File: config.mk
export PLATFORM = sky130hd
export DESIGN_NAME = eth_phy_10g_block_lock_ctrl
export DESIGN_NICKNAME = d
export VERILOG_FILES = /design/src/rtl/eth_phy_10g_pkg.sv /design/src/rtl/eth_phy_10g_hdr_err_mon.sv /design/src/rtl/eth_phy_10g_block_lock_ctrl.sv
export SDC_FILE = /design/constraint.sdc
export NUM_CORES = 1
export LEC_CHECK = 0
export BUFFER_PORTS_ARGS = -buffer_cell sky130_fd_sc_hd__buf_2
export CAP_MARGIN = 20
export CORE_UTILIZATION = 62
export CTS_CLUSTER_DIAMETER = 30
export DETAILED_ROUTE_END_ITERATION = 16
export GPL_TIMING_DRIVEN = 0
export PLACE_DENSITY_LB_ADDON = 0.12
export SKIP_LAST_GASP = 1
export SLEW_MARGIN = 10
export SYNTH_ARGS = -nofsm -noshare
export SYNTH_HDL_FRONTEND = slang
export SYNTH_HIERARCHICAL = 1
export SYNTH_SLANG_ARGS = --single-unit
File: constraint.sdc
create_clock -name clk -period 3.2 [get_ports clk]
set_input_delay 0.64 -clock clk [delete_from_list [all_inputs] [get_ports clk]]
set_output_delay 0.64 -clock clk [all_outputs]
set_load 0.01 [all_outputs]
File: src/rtl/eth_phy_10g_pkg.sv
// Shared 10GBASE-R receive definitions: sync header codes, the header validity check
// and the block-lock FSM state encoding.
package eth_phy_10g_pkg;

  localparam logic [1:0] SYNC_DATA = 2'b01;
  localparam logic [1:0] SYNC_CTRL = 2'b10;

  localparam logic [1:0] StHunt   = 2'd0;
  localparam logic [1:0] StSlip   = 2'd1;
  localparam logic [1:0] StWait   = 2'd2;
  localparam logic [1:0] StLocked = 2'd3;

  function automatic logic is_valid_hdr(input logic [1:0] hdr);
    return (hdr == SYNC_DATA) || (hdr == SYNC_CTRL);
  endfunction

endpackage

File: src/rtl/eth_phy_10g_hdr_err_mon.sv
// Error monitor used while block lock is held: counts sampled headers per window and the
// invalid ones among them. The caller decides when the counters clear.
module eth_phy_10g_hdr_err_mon
  import eth_phy_10g_pkg::*;
#(
  parameter int unsigned WINDOW  = 64,
  parameter int unsigned BAD_MAX = 16
) (
  input  logic                             clk,
  input  logic                             reset,
  input  logic                             clear,
  input  logic                             sample,
  input  logic                             bad,
  output logic [$clog2(BAD_MAX+1)-1:0]     bad_hdr_cnt,
  output logic                             win_done,
  output logic                             too_many_bad
);

  localparam int unsigned WinW = $clog2(WINDOW + 1);
  localparam int unsigned BadW = $clog2(BAD_MAX + 1);

  logic [WinW-1:0] win_q, win_d;
  logic [BadW-1:0] bad_q, bad_d;

  // Both flags describe the header being sampled this cycle, so the caller can act on it
  // in the same cycle the threshold is reached.
  assign win_done     = sample && (win_q == WinW'(WINDOW - 1));
  assign too_many_bad = sample && bad && (bad_q == BadW'(BAD_MAX - 1));
  assign bad_hdr_cnt  = bad_q;

  always_comb begin
    win_d = win_q;
    bad_d = bad_q;
    if (clear) begin
      win_d = '0;
      bad_d = '0;
    end else if (sample) begin
      win_d = win_q + 1'b1;
      if (bad) begin
        bad_d = bad_q + 1'b1;
      end
    end
  end

  always_ff @(posedge clk or posedge reset) begin
    if (reset) begin
      win_q <= '0;
      bad_q <= '0;
    end else begin
      win_q <= win_d;
      bad_q <= bad_d;
    end
  end

endmodule

File: src/rtl/eth_phy_10g_block_lock_ctrl.sv
// 10GBASE-R block-lock controller: hunts for consistent sync headers, requests bit slips
// while misaligned, and drops lock when the per-window header error count gets too high.
module eth_phy_10g_block_lock_ctrl
  import eth_phy_10g_pkg::*;
#(
  parameter int unsigned LOCK_CNT  = 64,
  parameter int unsigned WINDOW    = 64,
  parameter int unsigned BAD_MAX   = 16,
  parameter int unsigned SLIP_WAIT = 8
) (
  input  logic                         clk,
  input  logic                         reset,
  input  logic [1:0]                   hdr_in,
  input  logic                         hdr_valid,
  output logic                         slip,
  output logic                         block_lock,
  output logic                         lock_lost,
  output logic [$clog2(BAD_MAX+1)-1:0] bad_hdr_cnt,
  output logic [15:0]                  slip_cnt
);

  localparam int unsigned GoodW = $clog2(LOCK_CNT + 1);
  localparam int unsigned WaitW = $clog2(SLIP_WAIT + 1);

  logic [1:0]       state_q, state_d;
  logic [GoodW-1:0] good_q, good_d;
  logic [WaitW-1:0] wait_q, wait_d;
  logic             slip_q, slip_d;
  logic             lock_q, lock_d;
  logic             lost_q, lost_d;
  logic [15:0]      slip_cnt_q, slip_cnt_d;

  logic hdr_ok;
  logic mon_sample, mon_clear, win_done, too_many_bad;

  assign hdr_ok     = is_valid_hdr(hdr_in);
  assign mon_sample = (state_q == StLocked) && hdr_valid;
  assign mon_clear  = (state_q != StLocked) || win_done || too_many_bad;

  eth_phy_10g_hdr_err_mon #(
    .WINDOW  (WINDOW),
    .BAD_MAX (BAD_MAX)
  ) u_err_mon (
    .clk          (clk),
    .reset        (reset),
    .clear        (mon_clear),
    .sample       (mon_sample),
    .bad          (!hdr_ok),
    .bad_hdr_cnt  (bad_hdr_cnt),
    .win_done     (win_done),
    .too_many_bad (too_many_bad)
  );

  always_comb begin
    state_d    = state_q;
    good_d     = good_q;
    wait_d     = wait_q;
    slip_d     = 1'b0;
    lock_d     = lock_q;
    lost_d     = 1'b0;
    slip_cnt_d = slip_cnt_q;

    case (state_q)
      StHunt: begin
        if (hdr_valid) begin
          if (hdr_ok) begin
            good_d = good_q + 1'b1;
            if (good_q == GoodW'(LOCK_CNT - 1)) begin
              state_d = StLocked;
              lock_d  = 1'b1;
            end
          end else begin
            // Pulse together with entering SLIP so it appears the cycle after the bad header.
            good_d  = '0;
            state_d = StSlip;
            slip_d  = 1'b1;
          end
        end
      end
      StSlip: begin
        // Entered from LOCKED the pulse has not fired yet; fire it before settling.
        if (slip_q) begin
          state_d = StWait;
          wait_d  = '0;
        end else begin
          slip_d = 1'b1;
        end
      end
      StWait: begin
        if (wait_q == WaitW'(SLIP_WAIT - 1)) begin
          state_d = StHunt;
          good_d  = '0;
          wait_d  = '0;
        end else begin
          wait_d = wait_q + 1'b1;
        end
      end
      StLocked: begin
        if (too_many_bad) begin
          state_d = StSlip;
          lock_d  = 1'b0;
          lost_d  = 1'b1;
        end
      end
      default: state_d = StHunt;
    endcase

    if (slip_d && (slip_cnt_q != 16'hFFFF)) begin
      slip_cnt_d = slip_cnt_q + 16'd1;
    end
  end

  always_ff @(posedge clk or posedge reset) begin
    if (reset) begin
      state_q    <= StHunt;
      good_q     <= '0;
      wait_q     <= '0;
      slip_q     <= 1'b0;
      lock_q     <= 1'b0;
      lost_q     <= 1'b0;
      slip_cnt_q <= '0;
    end else begin
      state_q    <= state_d;
      good_q     <= good_d;
      wait_q     <= wait_d;
      slip_q     <= slip_d;
      lock_q     <= lock_d;
      lost_q     <= lost_d;
      slip_cnt_q <= slip_cnt_d;
    end
  end

  assign slip       = slip_q;
  assign block_lock = lock_q;
  assign lock_lost  = lost_q;
  assign slip_cnt   = slip_cnt_q;

endmodule

==> impl_metrics.ini, run 1 <==
[sta]
fin_worst_skew_ns = 0.00265
tightest_slew_ns = 0.594
setup_violations = 0
max_freq_mhz = 435
finalCritPeriodShare_pct = 71.9
setup_ws_ns = 0.899
max_slew_margin_pct = 60.2
rsz0062_at_grt = false
whs_ns = 0.345
min_period_ns = 2.30
drv_slew = 0
finalHoldViolCount = 0
tns_ns = 0

[clocking]
hold_buffers = 0
cts_tree = yes
cts_resized = 0
post_cts_buffers = 0
cts_root_buf = clkbuf_8
clkTransAtPathRegs_ns = 0.08
clock-sinks = 44
numCtsBuffers = 5
clock_latency_ns = 0.29
htreeDepth = 2
clock_path_buffers = 2

[synth]
synth-edff-count = 0
ys_ff_latch = 44
yosysSeqAreaShare_pct = 47.6
mappedNetlistArea_sq_um = 2310
synthCells = 229
synth.area.top_cells = dfrtp_1 48%, ha_1 5.4%, xor2_1 4.5%
ys_warn_count = 6
yosys.cell_types.count = 46
ys.flop_type = dfrtp_1
synthArstFlopShare_pct = 100
synth_common_cells = 44 x dfrtp_1, 17 x nand2_1, 16 x o21ai_0
yosysMostFrequentCell = dfrtp_1
post_synth.cell_area_avg_sq_um = 10.1
synth_fp_nets = 244
synth_top_area_share_pct = 47.6
yosys.area.top_type = dfrtp_1

[routing]
m1WireLength_microns = 2010
vias = 1759
vias_per_cell = 5.64
avgRoutedWirePerCell_microns = 13.8
postRouteAntennaNets = 0
drt_first_iter_violations = 173
met2_length_microns = 2150
top_layer = met4
first_pass_iters = 4
routed_wl_microns = 4320
drc_errors = 0
routed-wl-met3_microns = 104

[cells_and_area]
antenna_cells = 0
drive_gt1_share_pct = 18.4
postLayoutCellArea_sq_um = 2630
syn_to_final_growth_pct = 13.8
nNetsFinal = 280
final_cells = 312

[setup_path]
cp_slowest_cell = or4_1
cp.arrival_ns = 2.52
critPathKind = reg -> reg
slowest_delay_ns = 0.56
cp_max_fo = 6
start_kind = flop
cp_data_required_time_ns = 3.42
path_delay_family = simple AND/OR/NAND/NOR gates
crit_chain = inv_1 > ha_1 > nor2b_1 > a31oi_4 > or4_1 > buf_6 > nor3_4 > xor2_1
critPathBufInv = 2
cp-end-kind = flop
r2r_setup_slack_ns = 0.90

[grt]
grt_pass1_wl_microns = 7430
grt.overflow.total = 0
antenna_found_initial = 0
grt_max_degree = 23
first_global_vias = 1632
grt.total_usage_pct = 24.0

[power]
power.leakage_nw = 1.28
p_int_mw = 1.07
p_clk_share_pct = 21.1
switching_power_mw = 0.625
p_seq_share_pct = 43.8
vdd_drop_max_uv = 407
power_frac_comb_pct = 35.1
power_density_nw_per_um2 = 643
swShare_pct = 36.9

[run]
maxCapViolCount = 0

[floorplanning]
start_util_pct = 67.2
core.rowCount = 21
core_sq_um = 3440
die_x_microns = 63.1
io_pins = 29
die_h_microns = 63.1
dieArea_sq_um = 3980

[run_status]
outcome = finished clean

[place]
place.gp.congestion = 0.775
placed_area_sq_um = 2540
place_ws_ns = 0.695
place_hpwl_microns = 3020
io_buffers = 28
dp_cells = 304

[hold_path]
min_path_type = in -> async
## cell usage in the layout (no fill, tap or decap), drive strengths merged, types with 2 or more instances in the layout
cell,n
nor4,2
mux2i,4
a21oi,10
inv,11
o21ai,16
nand2,17
clkbuf,10
nand2b,4
ha,10
nand3,14
buf,31
o31ai,3
nor2,17
and2,3
nor3,5
dfrtp,44
nor2b,4
and3,3
nand4,10
xnor2,8
or4,2
xor2,12
nand3b,2
a31oi,2
or3,7
## final cells by class
cell class | instances | area [sq um]
Sequential cell | 44 | 1100
Tap cell | 46 | 57.6
Fill cell | 260 | 810
Multi-Input combinational cell | 169 | 1140
Buffer | 5 | 27.5
Clock inverter | 1 | 7.51
Clock buffer | 7 | 86.3
Timing Repair Buffer | 29 | 168
Inverter | 11 | 41.3
## flip-flops by register name, summed over array words and instances, names as in the netlist
name and flops:
good_q 7, state_q 2, slip_cnt 16, block_lock 1, u_err_mon/win_q 7, lock_lost 1
slip 1, wait_q 4, u_err_mon/bad_hdr_cnt 5
## power groups by stage
stage               Sequential (mW)  Clock (mW)  Combinational, mW
finish                        0.741       0.357              0.594
global route                  0.754       0.388              0.672
CTS                           0.740       0.362              0.599
detailed placement            0.749           0              0.594
global placement              0.746           0              0.568
floorplan                     0.748           0              0.431
## logic make-up after synthesis
logic type,synth area share [%]
adders and majority gates,5.41
xor gates and xnor gates,7.90
DFF,47.6
and+or+nand+nor,22.4
buffers and inverters,2.97
AOI/OAI and AO/OA,11.5
muxes,2.22
## worst paths after layout
path                            start                  endpoint  cells after the start
min                             reset  u_err_mon/bad_hdr_cnt[0]                      2
max in group asynchronous       reset                 good_q[6]                      3
max                        state_q[1]              slip_cnt[15]                      8
min reg2reg                 wait_q[3]                 wait_q[3]                      1
min in group clk            wait_q[3]                 wait_q[3]                      1
max reg2reg                state_q[1]              slip_cnt[15]                      8
## stage by stage
| step | util (%) | power [mW] |
|---|---|---|
| floorplan | - | 1.18 |
| global placement | 73.0 | 1.31 |
| detailed placement | 73.8 | 1.34 |
| CTS | 76.5 | 1.70 |
| global route | 76.5 | 1.81 |
| finish | 76.5 | 1.69 |
## routing by layer
metal | global-route usage, % | up-vias
met3 | 5.43 | 7
li1 | - | 885
met4 | 6.98 | 0
met5 | 0 | -
met2 | 40.2 | 18
met1 | 30.9 | 849
Power figures use the tool's default switching activity.
==> run 2, diff against run 1 <==
--- a/config.mk
+++ b/config.mk
@@ -7,7 +7,7 @@
 export LEC_CHECK = 0
 export BUFFER_PORTS_ARGS = -buffer_cell sky130_fd_sc_hd__buf_2
 export CAP_MARGIN = 20
-export CORE_UTILIZATION = 62
+export CORE_UTILIZATION = 57
 export CTS_CLUSTER_DIAMETER = 30
 export DETAILED_ROUTE_END_ITERATION = 16
 export GPL_TIMING_DRIVEN = 0
==> constraint.sdc (replaced) <==
create_clock -name clk -period 2.4 [get_ports clk]
set_input_delay 0.48 -clock clk [delete_from_list [all_inputs] [get_ports clk]]
set_output_delay 0.48 -clock clk [all_outputs]
set_load 0.01 [all_outputs]
==> run 2 against run 1 <==
  * Total power rose by 38%
  * Wire length fell by 2.7%
  * Global-route usage is 2.2 points lower
  * Critical endpoint is now u_err_mon/win_q[6]
==> impl_metrics.ini, run 2 (same netlist as run 1, synthesis figures left out) <==
[run_status]
outcome = finished clean

[sta]
finalCritPeriodShare_pct = 91.0
finalHoldViolCount = 0
setup_violations = 0
max_slew_margin_pct = 61.5
tns_ns = 0
drv_slew = 0
setup_ws_ns = 0.215
tightest_slew_ns = 0.574
max_freq_mhz = 458
fin_worst_skew_ns = 0.00572
min_period_ns = 2.19
rsz0062_at_grt = false

[setup_path]
cp-end-kind = flop
critPathKind = reg -> reg
cp.arrival_ns = 2.40
cp_data_required_time_ns = 2.61
r2r_start = state_q[0]
cp_max_fo = 10
start_kind = flop
crit_start = state_q[0]

[floorplanning]
core_sq_um = 3770
io_pins = 29
die_x_microns = 65.7
dieArea_sq_um = 4320
core.rowCount = 22
start_util_pct = 61.3
die_h_microns = 65.7

[grt]
first_global_vias = 1652
grtUsageMet1_pct = 30.4
met2_usage_pct = 34.3
gr-usage-met3_pct = 4.69
grt.total_usage_pct = 21.7
antenna_found_initial = 0
grt_max_degree = 22
grt.overflow.total = 0
busiest_layer = met2
grt_pass1_wl_microns = 7190

[place]
place_ws_ns = 0.0470
place.gp.congestion = 0.790
place_hpwl_microns = 3100
io_buffers = 28

[cells_and_area]
drive_gt1_share_pct = 18.8
layout_common_cells = 44 x dfrtp_1, 29 x buf_2, 17 x nand2_1
final-seq-area_sq_um = 1100
largest_reg_flops = 16
syn_to_final_growth_pct = 14.6
multi_input_area_sq_um = 1150
nNetsFinal = 280
nFillCells = 303
final_common_cell = dfrtp_1
antenna_cells = 0

[power]
vdd_drop_max_uv = 669
power.leakage_nw = 1.29
power_density_nw_per_um2 = 880

[run]
maxCapViolCount = 0

[clocking]
clock_latency_ns = 0.29
cts_root_buf = clkbuf_8
cts_tree = yes
clock_path_buffers = 2
clkTransAtPathRegs_ns = 0.08
clock-sinks = 44
numCtsBuffers = 5
hold_buffers = 0
htreeDepth = 2

[routing]
routed_wl_microns = 4200
first_pass_iters = 4
avgRoutedWirePerCell_microns = 13.4
vias = 1764
vias_per_cell = 5.62
drc_errors = 0
postRouteAntennaNets = 0
drt_first_iter_violations = 107

[hold_path]
min_path_type = in -> async
-- run 2: cell types whose count changed in the layout (fill, tap and decap cells not counted), sizes merged --
cell      delta
clkinv       +1
clkbuf       -1
bufinv       +1
clkinvlp     -1
-- run 2: worst max-delay path, stage by stage, from the launching register on --
cell	delay (ns)
dfrtp_1	0.40
ha_1	0.25
and2_1	0.19
buf_2	0.20
and3_1	0.23
or3_1	0.39
clkbuf_1	0.26
a21oi_1	0.18
-- run 2: timing repair --
item | in CTS | in global routing
setup buffers | 0 | 0
endpoints found under the setup margin | 0 | 2
resized for setup | 0 | 1
-- run 2: worst paths after layout --
path	to	slack, ns	depth (start not counted)
min reg2reg	wait_q[3]	0.49	1
max reg2reg	u_err_mon/win_q[6]	0.21	7
max in group asynchronous	good_q[3]	1.67	3
max	u_err_mon/win_q[6]	0.21	7
min in group clk	wait_q[3]	0.49	1
min	u_err_mon/bad_hdr_cnt[3]	0.18	2
-- run 2: power breakdown --
group	leakage [nW]	switching [mW]	total [mW]	internal, mW
Clock	0.0552	0.244	0.553	0.309
Combinational	0.638	0.469	0.797	0.329
Sequential	0.594	0.123	0.983	0.860
Total	1.29	0.836	2.33	1.50
-- run 2: cell type report --
| cell class | instances | area share [%] |
|---|---|---|
| Multi-Input combinational cell | 169 | 43.2 |
| Sequential cell | 44 | 41.5 |
| Timing Repair Buffer | 29 | 6.32 |
| Clock buffer | 6 | 2.74 |
| Tap cell | 48 | 2.27 |
| Inverter | 11 | 1.56 |
| Clock inverter | 2 | 1.32 |
| Buffer | 5 | 1.04 |
-- run 2: metal layers --
metal / share of wire, % / wire length [microns]
met5: 0 / 0
met4: 1.0 / 42
met3: 3.5 / 145
met2: 45 / 1870
met1: 51 / 2140
-- run 2: stage by stage --
| stage | util [%] | total power [mW] | cell area (sq um) | hold WS (ns) | std cells |
|---|---|---|---|---|---|
| global placement | 66.7 | 1.75 | 2510 | 0.457 | 305 |
| finish | 70.3 | 2.33 | 2650 | 0.181 | 314 |
| floorplan | - | 1.57 | 2310 | 0.345 | 229 |
| detailed placement | 67.4 | 1.78 | 2540 | 0.466 | 306 |
| global route | 70.3 | 2.51 | 2650 | 0.228 | 314 |
| CTS | 70.2 | 2.34 | 2650 | 0.188 | 314 |
==> run 3, diff against run 2 <==
--- a/config.mk
+++ b/config.mk
@@ -10,8 +10,7 @@
 export CORE_UTILIZATION = 57
 export CTS_CLUSTER_DIAMETER = 30
 export DETAILED_ROUTE_END_ITERATION = 16
-export GPL_TIMING_DRIVEN = 0
-export PLACE_DENSITY_LB_ADDON = 0.12
+export PLACE_DENSITY = 0.79
 export SKIP_LAST_GASP = 1
 export SLEW_MARGIN = 10
 export SYNTH_ARGS = -nofsm -noshare
==> run 3 against run 2 <==
  * Clock power is 15% lower
  * Highest routed layer unchanged
  * Die area stayed put
  * Count of clock-buffer cells in the layout stayed put
  * Maximum frequency is 2.2% lower
  * Setup slack worse by 0.049 ns
  * Wire length is 3.8% higher
==> impl_metrics.ini, run 3 (same netlist as run 1, synthesis figures left out) <==
[run_status]
outcome = finished clean

[routing]
avgRoutedWirePerCell_microns = 14.0
drc_errors = 0
routed_wl_microns = 4360
first_pass_iters = 4
drt_first_iter_violations = 112
vias_per_cell = 5.76
vias = 1798
postRouteAntennaNets = 0

[setup_path]
cp.arrival_ns = 2.45
cp_max_fo = 6
critPathKind = reg -> reg
cp_data_required_time_ns = 2.62
start_kind = flop
cp-end-kind = flop

[place]
io_buffers = 28
place.gp.congestion = 0.796
placed_area_sq_um = 2520
place_hpwl_microns = 3210
place_ws_ns = -0.00327

[clocking]
clock_latency_ns = 0.30
clkTransAtPathRegs_ns = 0.08
numCtsBuffers = 5
htreeDepth = 2
clock-sinks = 44
cts_tree = yes
cts_root_buf = clkbuf_8
clock_path_buffers = 2

[grt]
first_global_vias = 1672
grt.total_usage_pct = 22.9
grt.overflow.total = 0
antenna_found_initial = 0
grt_max_degree = 33
grt_pass1_wl_microns = 7440

[floorplanning]
io_pins = 29
die_x_microns = 65.7
core_sq_um = 3770
dieArea_sq_um = 4320
start_util_pct = 61.3
die_h_microns = 65.7
core.rowCount = 22

[sta]
finalCritPeriodShare_pct = 93.1
rsz0062_at_grt = false
drv_slew = 0
fin_worst_skew_ns = 0.00982
max_freq_mhz = 448
tightest_slew_ns = 0.444
setup_violations = 0
min_period_ns = 2.23
finalHoldViolCount = 0
setup_ws_ns = 0.166
tns_ns = 0
max_slew_margin_pct = 70.4

[cells_and_area]
largest_reg_flops = 16
nNetsFinal = 278
drive_gt1_share_pct = 19.7
antenna_cells = 0
layout_common_cells = 44 x dfrtp_1, 28 x buf_2, 17 x nand2_1
final_common_cell = dfrtp_1
syn_to_final_growth_pct = 12.9
postLayoutCellArea_sq_um = 2610

[hold_path]
min_path_type = in -> async

[run]
maxCapViolCount = 0

[power]
power.leakage_nw = 1.28
vdd_drop_max_uv = 767
finalPower_mw = 2.27
power_density_nw_per_um2 = 868
-- run 3: power breakdown --
part	switching [mW]	leakage, nW	internal [mW]
Combinational	0.472	0.631	0.335
Clock	0.243	0.0510	0.230
Sequential	0.127	0.594	0.860
Total	0.842	1.28	1.42
-- run 3: critical path: stages (launching register included) --
cell	delay [ns]
dfrtp_1	0.41
inv_1	0.11
ha_1	0.24
nor2b_1	0.35
a31oi_4	0.09
or4_4	0.65
nor2_2	0.14
xor2_1	0.17
-- run 3: final cells by class --
| type | instances | area [sq um] |
|---|---|---|
| tap | 48 | 60.1 |
| sequential | 44 | 1100 |
| clock inverter | 2 | 10.0 |
| inverter | 11 | 41.3 |
| clock buffer | 6 | 82.6 |
| timing repair buffer | 32 | 170 |
| multi-input combinational | 169 | 1150 |
| fill | 279 | 1160 |
-- run 3: final timing paths --
| kind | start | end | slack, ns | cells after the start |
|---|---|---|---|---|
| max | state_q[1] | slip_cnt[11] | 0.17 | 7 |
| min | reset | u_err_mon/win_q[6] | 0.18 | 2 |
| max reg2reg | state_q[1] | slip_cnt[11] | 0.17 | 7 |
| min reg2reg | wait_q[3] | wait_q[3] | 0.48 | 1 |
| max in group asynchronous | reset | wait_q[3] | 1.86 | 3 |
| min in group clk | wait_q[3] | wait_q[3] | 0.48 | 1 |
-- run 3: routing by layer --
layer	vias to the layer above	track usage, %	routed length, microns
met4	0	7.07	48
met5	-	0	0
li1	883	-	-
met2	41	35.6	2030
met1	869	30.9	2120
met3	5	6.42	163
-- run 3: repair_timing --
item                                    CTS  global route
resized for setup                         1             0
setup buffers                             0             0
endpoints found under the setup margin    1             0
hold buffers                              0             0
-- run 3: metrics by stage --
stage / utilization [%] / instances / hold slack, ns
detailed placement: 66.7 / 304 / 0.466
CTS: 69.3 / 312 / 0.191
floorplan: - / 229 / 0.345
finish: 69.3 / 312 / 0.179
global placement: 66.7 / 304 / 0.465
global route: 69.3 / 312 / 0.220
